$ cat src/rtl/serial_subtractor.sv
// Bit-serial unsigned subtractor: d = a - b (mod 2^WIDTH) and borrow flag, one bit per clock,
// LSB first, with valid/ready handshakes on the operand and result sides.
module serial_subtractor #(
    parameter int unsigned WIDTH = 8
) (
    input  logic             clk,
    input  logic             rst,
    input  logic             in_valid,
    output logic             in_ready,
    input  logic [WIDTH-1:0] a,
    input  logic [WIDTH-1:0] b,
    output logic             out_valid,
    input  logic             out_ready,
    output logic [WIDTH-1:0] d,
    output logic             bout
);

    localparam int unsigned CW = $clog2(WIDTH + 1);
    localparam logic [CW-1:0] LAST = CW'(WIDTH - 1);

    typedef enum logic [1:0] {StIdle, StRun, StDone} state_e;

    state_e           state_q, state_d;
    logic [WIDTH-1:0] a_q, a_d, b_q, b_d;
    logic [WIDTH-1:0] res_q, res_d;
    logic [WIDTH-1:0] d_q, d_d;
    logic             br_q, br_d;
    logic             bout_q, bout_d;
    logic [CW-1:0]    cnt_q, cnt_d;

    logic             dbit;
    logic             br_next;
    logic [WIDTH:0]   res_shift;

    // Full-subtractor cell on the current LSBs
    assign dbit      = a_q[0] ^ b_q[0] ^ br_q;
    assign br_next   = (~a_q[0] & b_q[0]) | (~(a_q[0] ^ b_q[0]) & br_q);
    // Extra bit keeps the MSB-insert shift legal when WIDTH == 1
    assign res_shift = {dbit, res_q};

    always_comb begin
        state_d = state_q;
        a_d     = a_q;
        b_d     = b_q;
        res_d   = res_q;
        d_d     = d_q;
        br_d    = br_q;
        bout_d  = bout_q;
        cnt_d   = cnt_q;
        unique case (state_q)
            StIdle: begin
                if (in_valid && in_ready) begin
                    a_d     = a;
                    b_d     = b;
                    br_d    = 1'b0;
                    cnt_d   = '0;
                    state_d = StRun;
                end
            end
            StRun: begin
                a_d   = a_q >> 1;
                b_d   = b_q >> 1;
                res_d = res_shift[WIDTH:1];
                br_d  = br_next;
                if (cnt_q == LAST) begin
                    d_d     = res_shift[WIDTH:1];
                    bout_d  = br_next;
                    state_d = StDone;
                end else begin
                    cnt_d = cnt_q + CW'(1);
                end
            end
            StDone: begin
                if (out_ready) begin
                    state_d = StIdle;
                end
            end
            default: state_d = StIdle;
        endcase
    end

    always_ff @(posedge clk or posedge rst) begin
        if (rst) begin
            state_q <= StIdle;
            a_q     <= '0;
            b_q     <= '0;
            res_q   <= '0;
            d_q     <= '0;
            br_q    <= 1'b0;
            bout_q  <= 1'b0;
            cnt_q   <= '0;
        end else begin
            state_q <= state_d;
            a_q     <= a_d;
            b_q     <= b_d;
            res_q   <= res_d;
            d_q     <= d_d;
            br_q    <= br_d;
            bout_q  <= bout_d;
            cnt_q   <= cnt_d;
        end
    end

    assign in_ready  = (state_q == StIdle) && !rst;
    assign out_valid = (state_q == StDone);
    assign d         = d_q;
    assign bout      = bout_q;

endmodule
$ cat config.mk
export PLATFORM = sky130hd
export DESIGN_NAME = serial_subtractor
export DESIGN_NICKNAME = d
export VERILOG_FILES = /design/src/rtl/serial_subtractor.sv
export SDC_FILE = /design/constraint.sdc
export NUM_CORES = 1
export LEC_CHECK = 0
export ABC_AREA = 1
export ABC_CLOCK_PERIOD_IN_PS = 1810
export BUFFER_PORTS_ARGS = -buffer_cell sky130_fd_sc_hd__buf_2
export CAP_MARGIN = 20
export CORE_ASPECT_RATIO = 0.7
export CORE_UTILIZATION = 30
export DETAILED_ROUTE_END_ITERATION = 16
export PLACE_DENSITY = 0.49
export SLEW_MARGIN = 25
export SYNTH_ARGS = -nofsm -noshare
export SYNTH_HDL_FRONTEND = slang
export SYNTH_SLANG_ARGS = --single-unit
$ cat constraint.sdc
create_clock -name clk -period 1.81 [get_ports clk]
set_clock_uncertainty 0.1 [all_clocks]
set_input_delay 0.181 -clock clk [delete_from_list [all_inputs] [get_ports clk]]
set_output_delay 0.181 -clock clk [all_outputs]
set_load 0.05 [all_outputs]
==> metrics.txt <==
endpoints failing setup=0; HP Class=input pin to register; Yosys top cell area share=0.525; critical path class=input pin to output pin; layout cell share with drive strength beyond 1=0.234; routed wire length per instance=11.3 µm; peak supply drop=0.000518 V; Initial Util=0.318; post-synthesis mux area share=0; PD cells=1770 nW/µm²; pin count of the biggest net entering global routing=40; GRT Resource Usage Total=0.130; Worst-Margin Slew=496 ps; core footprint=5840 µm²; total wire length=3.76 mm; number of nets in the layout=277; Final GP Congestion=0.767; Fillers=624; initial antenna violation count=0; Post-Synthesis Cells=221; placed inst area=2060 µm²; FF+latch count, synth=39; IO Pins=31; worst slack, placed=265 ps; TritonCTS Buffers=5; Pre-antenna DRT Iters=4; Worst setup SP type=input pin; max-cap violation count=0; Mapped Avg Cell Area=8.41 µm²; Max Root-Sink Buffers=2; clock root cell=clkbuf_8; Critical Path End Type=output pin; antenna cells=0; top cells by area, synth=dfrtp_1 53%, nand2_1 20%, nand3_1 7.3%; CP max FO=3; Final ANT Viol Nets=0; min cycle time layout=1630 ps; Reg clk slew, reported paths=80 ps; Detailed Place HPWL=2.57 mm; Mapped Nets=243; Layout area overhead=16.8%; status=complete, no violations; design area=2170 µm²; RSZ-0062 raised after global routing=no; Congestion Overflow GR=0; Setup TNS=0 ps; fin crit share=0.900; Worst Path Required=1530 ps; CTS tree=done; Die W=96.1 µm; normalized max-slew margin=0.669; Unique masters post-synth=21; Slew Limit Fails=0; H-Tree Depth=2; Warnings, synthesis=0; die area=6520 µm²; total number of vias=1437; PnR worst setup slack=180 ps; first-pass GRT wire length=6.44 mm; Vias/cell=4.34; Post-CTS Setup Inserts=0; Placed Cells incl. Taps=321; clk sinks=39; Synth Area in Compound Gates=0.0633; Die H=67.8 µm; row count=23; Synth Area in Adders=0.0175; largest family of logic cells by synthesized area=simple AND/OR/NAND/NOR gates; Synth area leader=dfrtp_1; CP arrival=1350 ps; Clock Latency Late Sink=280 ps; Synth Area in XOR/XNOR=0; Remaining DRCs=0; Final Hold Viols=0; synthesized cell area=1860 µm²; Non-Filler Instances=331; port bufs=30; P_leak=1.17 nW; vias in the first global route=1392; initial DRC count=63; register area share after synthesis=0.525; Fmax=614 MHz; simple-gate area share of the yosys netlist=0.321
cell usage after synthesis:
cell type	instances
nand2_1	100
dfrtp_1	39
nand3_1	27
inv_1	13
o21ai_0	8
o21ai_2	8
buf_6	5
buf_2	4
nor2_1	3
nor2_4	2
or2_2	2
buf_4	1
fa_1	1
ha_1	1
inv_2	1
nand2_2	1
nand2_4	1
nand3_2	1
nand4_1	1
nor3_1	1
o31ai_1	1
routing by layer:
layer  up-vias  part of all wire  GRT usage
met5         -                 0          0
met4         0            0.0072     0.0336
met3         2             0.039     0.0333
met2        25              0.43      0.211
met1       648              0.52      0.174
li1        762                 -          -
repair_timing:
action | CTS | global route
hold buffers | 2 | 0
endpoints found under the hold margin | 33 | 0
gates resized for setup | 0 | 0
report_power, final:
group          leakage, nW  switching, W  internal, W
Combinational        0.632       0.00122     0.000564
Clock               0.0412      0.000302     0.000269
Sequential           0.500      0.000234      0.00124
worst max-delay path: stages:
cell	delay (ps)
dlygate4sd3_1	530
buf_2	150
nor3_2	180
buf_2	310
final cells by class:
| cell class | count | area, µm² | share of cell area |
|---|---|---|---|
| clock buffers | 6 | 72.6 | 0.0334 |
| well taps | 75 | 93.8 | 0.0433 |
| multi-input cells | 158 | 751 | 0.346 |
| flip-flops and latches | 39 | 976 | 0.450 |
| inverters | 14 | 56.3 | 0.0260 |
| clock inverters | 2 | 12.5 | 0.00577 |
| repair buffers | 37 | 208 | 0.0957 |
per-stage QoR:
stage	power (W)	util	hold slack (ps)
6_report	0.00383	0.371	22.2
4_1_cts	0.00391	0.371	16.5
5_1_grt	0.00419	0.371	38.9
3_5_place_dp	0.00331	0.353	288
3_3_place_gp	0.00330	0.353	289
2_1_floorplan	0.00297	-	61.5
path summary, 6_finish.rpt:
path,startpoint,end,slack (ps),depth (start not counted)
min reg2reg,d[0],d[0],370,2
min,b[7],b_q[7],20,3
min in group asynchronous,rst,res_q[4],530,4
max in group asynchronous,rst,a_q[0],740,4
max reg2reg,cnt_q[0],cnt_q[2],320,5
max,rst,in_ready,180,4
logic make-up after synthesis:
group | after synthesis
AND/OR/NAND/NOR | 139
flip-flops | 39
adder cells (fa/ha/maj) | 2
buffers and inverters | 24
AO/OA/AOI/OAI | 17
flip-flops by register name, indices dropped and copies added, names as in the netlist:
signal / count
d: 8
state_q: 2
a_q: 8
b_q: 8
bout: 1
cnt_q: 4
res_q: 7
br_q: 1
cells in the final DEF, fill, tap and decap left out:
cell / netlist / routed
nand2_1: 100 / 100
dfrtp_1: 39 / 39
buf_2: 4 / 30
nand3_1: 27 / 27
inv_1: 13 / 12
o21ai_0: 8 / 8
o21ai_2: 8 / 8
clkbuf_8: 0 / 5
buf_4: 1 / 5
nor2_1: 3 / 3
nor2_4: 2 / 2
clkinvlp_4: 0 / 2
or2_2: 2 / 2
dlygate4sd3_1: 0 / 2
inv_2: 1 / 1
nand3_2: 1 / 1
nand2_2: 1 / 1
nand4_1: 1 / 1
nand2_4: 1 / 1
nor3_2: 0 / 1
o31ai_1: 1 / 1
fa_1: 1 / 1
ha_1: 1 / 1
clkinv_2: 0 / 1
clkbuf_1: 0 / 1
No activity file was read; power rests on OpenSTA's default activity.
